File: src/rtl/regfile_wb_arbiter_pkg.sv
// regfile_wb_arbiter_pkg: shared types and helpers for the register-file write-back arbiter.
package regfile_wb_arbiter_pkg;
   typedef enum logic {IDLE, BURST} arb_state_t;

   localparam int DEF_ADDR_W = 4;
   localparam int DEF_DATA_W = 32;

   function automatic int src_width(input int n);
      return (n > 1) ? $clog2(n) : 1;
   endfunction

   typedef struct packed {
      logic [DEF_ADDR_W-1:0] addr;
      logic [DEF_DATA_W-1:0] data;
   } wb_req_t;
endpackage

File: src/rtl/regfile_wb_arbiter_rr_pick.sv
// rr_pick: combinational round-robin picker; first valid bit at or after i_start, wrapping.
module rr_pick #(
   parameter int N  = 3,
   parameter int IW = 2
) (
   input  logic [N-1:0]  i_valid,
   input  logic [IW-1:0] i_start,
   output logic [N-1:0]  o_onehot,
   output logic [IW-1:0] o_idx,
   output logic          o_any
);
   int j;
   always_comb begin
      o_onehot = '0;
      o_idx    = '0;
      o_any    = 1'b0;
      j        = 0;
      // Scan from the farthest offset down so the nearest valid requester wins.
      for (int k = N - 1; k >= 0; k--) begin
         j = int'(i_start) + k;
         if (j >= N) j = j - N;
         if (i_valid[j]) begin
            o_onehot    = '0;
            o_onehot[j] = 1'b1;
            o_idx       = IW'(j);
            o_any       = 1'b1;
         end
      end
   end
endmodule

File: src/rtl/regfile_wb_arbiter.sv
// regfile_wb_arbiter: round-robin write-port arbiter with bounded per-requester bursts
// and a registered write-back stage.
module regfile_wb_arbiter
   import regfile_wb_arbiter_pkg::*;
#(
   parameter int NUM_REQ   = 3,
   parameter int ADDR_W    = 4,
   parameter int DATA_W    = 32,
   parameter int MAX_BURST = 4,
   localparam int SRC_W    = src_width(NUM_REQ)
) (
   input  logic                      clk,
   input  logic                      reset,
   input  logic                      flush,
   input  logic [NUM_REQ-1:0]        req_valid,
   input  logic [NUM_REQ*ADDR_W-1:0] req_addr,
   input  logic [NUM_REQ*DATA_W-1:0] req_data,
   output logic [NUM_REQ-1:0]        req_ready,
   output logic                      wb_en,
   output logic [ADDR_W-1:0]         wb_addr,
   output logic [DATA_W-1:0]         wb_data,
   output logic [SRC_W-1:0]          wb_src
);
   localparam int CNT_W = $clog2(MAX_BURST + 1);
   localparam logic [SRC_W-1:0] LAST = SRC_W'(NUM_REQ - 1);

   arb_state_t         r_state;
   logic [SRC_W-1:0]   r_ptr;
   logic [SRC_W-1:0]   r_owner;
   logic [CNT_W-1:0]   r_cnt;
   logic [SRC_W-1:0]   w_owner_nxt;
   logic [SRC_W-1:0]   w_pick_nxt;
   logic [SRC_W-1:0]   w_start;
   logic [SRC_W-1:0]   w_pick_idx;
   logic [SRC_W-1:0]   w_gidx;
   logic [NUM_REQ-1:0] w_pick_oh;
   logic [NUM_REQ-1:0] w_owner_oh;
   logic [CNT_W-1:0]   w_cnt_inc;
   logic               w_pick_any;
   logic               w_keep;
   logic               w_xfer;

   assign w_owner_nxt = (r_owner == LAST) ? '0 : r_owner + 1'b1;
   assign w_pick_nxt  = (w_pick_idx == LAST) ? '0 : w_pick_idx + 1'b1;
   assign w_cnt_inc   = r_cnt + 1'b1;
   assign w_keep      = (r_state == BURST) && req_valid[r_owner] && (r_cnt < CNT_W'(MAX_BURST));
   // A dropped burst hands over in the same cycle by scanning past the owner.
   assign w_start     = (r_state == BURST) ? w_owner_nxt : r_ptr;
   assign w_owner_oh  = NUM_REQ'(1) << r_owner;

   rr_pick #(.N(NUM_REQ), .IW(SRC_W)) u_pick (
      .i_valid  (req_valid),
      .i_start  (w_start),
      .o_onehot (w_pick_oh),
      .o_idx    (w_pick_idx),
      .o_any    (w_pick_any)
   );

   assign req_ready = (reset || flush) ? '0 : w_keep ? w_owner_oh : w_pick_oh;
   assign w_gidx    = w_keep ? r_owner : w_pick_idx;
   assign w_xfer    = |req_ready;

   always_ff @(posedge clk or posedge reset) begin
      if (reset) begin
         wb_en   <= 1'b0;
         wb_addr <= '0;
         wb_data <= '0;
         wb_src  <= '0;
         r_ptr   <= '0;
         r_state <= IDLE;
         r_owner <= '0;
         r_cnt   <= '0;
      end else if (flush) begin
         wb_en   <= 1'b0;
         r_state <= IDLE;
         r_cnt   <= '0;
      end else begin
         wb_en <= w_xfer;
         if (w_xfer) begin
            wb_addr <= req_addr[int'(w_gidx)*ADDR_W +: ADDR_W];
            wb_data <= req_data[int'(w_gidx)*DATA_W +: DATA_W];
            wb_src  <= w_gidx;
         end
         if (w_keep) begin
            r_cnt <= w_cnt_inc;
            if (w_cnt_inc == CNT_W'(MAX_BURST)) begin
               r_state <= IDLE;
               r_ptr   <= w_owner_nxt;
            end
         end else begin
            if (r_state == BURST) r_ptr <= w_owner_nxt;
            r_state <= IDLE;
            r_cnt   <= '0;
            if (w_pick_any) begin
               if (MAX_BURST > 1) begin
                  r_state <= BURST;
                  r_owner <= w_pick_idx;
                  r_cnt   <= CNT_W'(1);
               end else begin
                  r_ptr <= w_pick_nxt;
               end
            end
         end
      end
   end
endmodule

File: config.mk
export PLATFORM = sky130hd
export DESIGN_NAME = regfile_wb_arbiter
export DESIGN_NICKNAME = d
export VERILOG_FILES = /design/src/rtl/regfile_wb_arbiter_pkg.sv /design/src/rtl/regfile_wb_arbiter_rr_pick.sv /design/src/rtl/regfile_wb_arbiter.sv
export SDC_FILE = /design/constraint.sdc
export NUM_CORES = 1
export LEC_CHECK = 0
export CORE_AREA = 10 10 88 90
export DETAILED_ROUTE_END_ITERATION = 16
export DIE_AREA = 0 0 98 100
export DONT_BUFFER_PORTS = 1
export HOLD_SLACK_MARGIN = 0.08
export PLACE_DENSITY = 0.78
export SYNTH_ARGS = -nofsm -noshare
export SYNTH_HDL_FRONTEND = slang
export SYNTH_HIERARCHICAL = 1
export SYNTH_SLANG_ARGS = --single-unit
File: constraint.sdc
create_clock -name clk -period 3.8 [get_ports clk]
set_input_delay 0.76 -clock clk [delete_from_list [all_inputs] [get_ports clk]]
set_output_delay 0.76 -clock clk [all_outputs]
set_load 0.02 [all_outputs]
==> metrics.yaml <==
run_status: "complete, no violations"
fin_area_mm2: 0.003523
final_cell_count_no_fill: 469
area_growth_pct: 8.558
power_switching_share_pct: 50.98
leakage_nw: 1.424
criticalPathCategory: "reg -> out"
synth_fp_nets: 514
routed_wirelength_mm: 9.934
fmax_mhz: 269.5
critical_path.endpoint: "req_ready[1]"
total_number_of_placement_rows: 29
detail-route-antenna-nets: 0
finish.net_count: 510
cts_htree_levels: 2
ys_async_sr_fraction_pct: 100.0
min-delay-path-class: "reg -> reg"
placed_area_mm2: 0.003302
synthDistinctLibCells: 45
dp.cells: 456
hold_viol_final: 0
r2r_start: "r_owner[0]"
cts_tree: "done"
cts.clk_slew.worst_paths_ns: 0.09
power_switching_mw: 2.098
antenna_found_initial: 1
data_arrival_time_of_the_critical_path_ns: 2.95
synth-warning-count: 6
critical_path.startpoint: "r_owner[0]"
detailedPlacementHpwl_mm: 7.493
pwr_density_cell_mw_per_mm2: 1168
reg2reg_depth: 13
vias: 2934
netlist_area_mm2: 0.003246
initial_drt_pass_iterations: 5
fillers: 574
setup.worst_path.start_class: "flop"
flop_and_latch_count_out_of_synthesis: 47
detailedRoute.firstIterationViolations: 130
grt_setup_unrepaired: "yes"
drt-wirelength-per-cell_um: 21.18
slew-limit-headroom_pct: 34.72
cts.sink_count: 47
die_w_um: 98
pre_cts_slack_ns: 0.2065
ys_seq_area_share_pct: 36.24
finalClockSkew_ns: 0.009869
clock_insertion_delay_worst_skew_ns: 0.30
core_area_mm2: 0.006132
timing.critical_path.fanout_max: 8
final_layout_size_suffix_gt1_share_pct: 15.60
routability_driven_placement_congestion_ratio: 0.8806
final_max_slew_viol_count: 0
die-area_mm2: 0.009800
r2r_slack_ns: 0.37
worst_ir_drop_vdd_mv: 0.5040
critPathCaptureType: "output pin"
final_min_period_over_clock_period_pct: 97.65
syn_area_per_cell_um2: 8.238
pwr-share-clk_pct: 9.2
io_pins: 156
cts.path.max_buffers: 2
synth_enable_flop_cells: 0
global_route_wire_length_before_repair_mm: 15.80
globalRouteOverflowTotal: 0
synth_top_flop_cell: "dfrtp_1"
vias_in_the_first_global_route: 3016
crit-reg2reg-capture: "wb_data[30]"
cts_made_buffers: 5
drv.max_cap_violation_count: 0
buffer_ports.inserted: 0
drcViolationCount: 0
finalPower_mw: 4.114
initial_utilization_pct: 52.93
worst_hold_slack_ns: 0.4521
cp_data_required_time_ns: 3.04
grt_usage_pct: 19.13
cts-root-buf: "clkbuf_8"
chipHeight_um: 100
power.share.sequential_pct: 29.1
syn_inst: 394
minimum_setup_slack_in_the_final_design_ns: 0.08945
final_setup_violating_endpoints: 0
viasPerCell: 6.256
combinational_group_share_of_total_power_pct: 61.7
slew_at_the_pin_closest_to_its_max_slew_limit_ns: 0.9777
final.min_clock_period_ns: 3.711
grt_start_max_net_pins: 48
p_int_mw: 2.017
## flip-flops by register name, indices dropped and copies added, names as in the netlist
register / cells
wb_data: 32
wb_addr: 4
r_cnt: 3
r_owner: 2
r_ptr: 2
wb_src: 2
r_state: 1
wb_en: 1
## power by group through the flow
stage | clock network (mW) | logic, mW | registers (mW)
after global placement | 0 | 2.26 | 1.20
after floorplan | 0 | 1.92 | 1.13
final | 0.379 | 2.54 | 1.20
after CTS | 0.387 | 2.41 | 1.20
after global routing | 0.413 | 2.82 | 1.23
after detailed placement | 0 | 2.36 | 1.21
## layout make-up
class,count,area [um^2],share of cell area (%)
timing repair buffer,21,161.4,4.581
inverter,9,36.28,1.030
tap,77,96.34,2.734
sequential,47,1179,33.45
clock inverter,3,46.29,1.314
clock buffer,5,68.82,1.953
antenna,1,2.502,0.07102
multi-input combinational,306,1933,54.86
## metal layers
| layer | wire length, um | up-vias | global-route usage (%) |
|---|---|---|---|
| li1 | - | 1403 | - |
| met1 | 3848 | 1407 | 21.84 |
| met2 | 5302 | 118 | 33.55 |
| met3 | 711 | 6 | 6.113 |
| met4 | 71 | 0 | 5.369 |
| met5 | 0 | - | 0 |
## placed cells by master (no fill, tap or decap), drive strengths merged, types with 2 or more instances in the layout
cell type and n:
dfrtp 47, nand2 43, o21ai 42, nor2 41
nand3 38, a21o 37, a31oi 36, buf 21
a21oi 11, inv 10, mux2 9, ha 6
clkbuf 5, nor2b 5, mux2i 5, nor3b 4
o22ai 4, nor3 3, nand2b 2, o21bai 2
nand3b 2, a31o 2
## logic make-up (layout without fill, tap and decap cells)
family	after synthesis	count (layout)	synth area share, %
mux	14	14	5.166
buf+inv	41	38	6.630
flops	47	47	36.24
simple gates	141	141	19.85
compound gates	145	145	29.80
other cells	0	1	0
fa+ha+maj	6	6	2.313
## through the flow
step,setup TNS (ns),util [%]
4_1_cts,0,56.21
2_1_floorplan,0,-
3_3_place_gp,0,53.85
3_5_place_dp,0,53.85
6_report,0,57.46
5_1_grt,-0.06006,57.42
## worst max-delay path: stages (launching register included)
cell	delay (ns)
dfrtp_2	0.46
nor2b_1	0.16
mux2_4	0.30
inv_4	0.07
ha_4	0.19
mux2i_4	0.26
o22ai_2	0.10
a21oi_2	0.15
a31o_1	0.22
a21oi_1	0.05
or3_1	0.37
a21oi_2	0.18
buf_6	0.14
## synth_stat cells (all sizes together), types with 2 or more instances
| library cell | number | area, um^2 |
|---|---|---|
| a21o | 37 | 277.8 |
| a21oi | 11 | 66.32 |
| a31o | 2 | 17.52 |
| a31oi | 36 | 225.2 |
| buf | 18 | 128.9 |
| clkbuf | 14 | 52.55 |
| dfrtp | 47 | 1176 |
| ha | 6 | 75.07 |
| inv | 9 | 33.78 |
| mux2 | 9 | 105.1 |
| mux2i | 5 | 62.56 |
| nand2 | 43 | 161.4 |
| nand2b | 2 | 12.51 |
| nand3 | 38 | 190.2 |
| nand3b | 2 | 15.01 |
| nor2 | 41 | 153.9 |
| nor2b | 5 | 31.28 |
| nor3 | 3 | 20.02 |
| nor3b | 4 | 35.03 |
| o21ai | 42 | 214.0 |
| o21bai | 2 | 15.01 |
| o22ai | 4 | 31.28 |
## worst min path at each step
stage               end  slack, ns  depth (start not counted)  startpoint
2_1_floorplan  r_cnt[0]       0.42                          1    r_cnt[0]
3_3_place_gp   r_cnt[0]       0.44                          1    r_cnt[0]
3_5_place_dp   r_cnt[0]       0.44                          1    r_cnt[0]
4_1_cts        r_cnt[0]       0.45                          1    r_cnt[0]
5_1_grt        r_cnt[0]       0.48                          1    r_cnt[0]
6_report       r_cnt[0]       0.45                          1    r_cnt[0]
## what timing repair did
action                     CTS  global route
hold endpoints to repair     0             0
setup endpoints to repair    2             2
pin swaps                    0             5
hold buffers                 0             0
setup buffers                0             4
gates resized for setup      6            12
No activity file was read; power rests on OpenSTA's default activity.
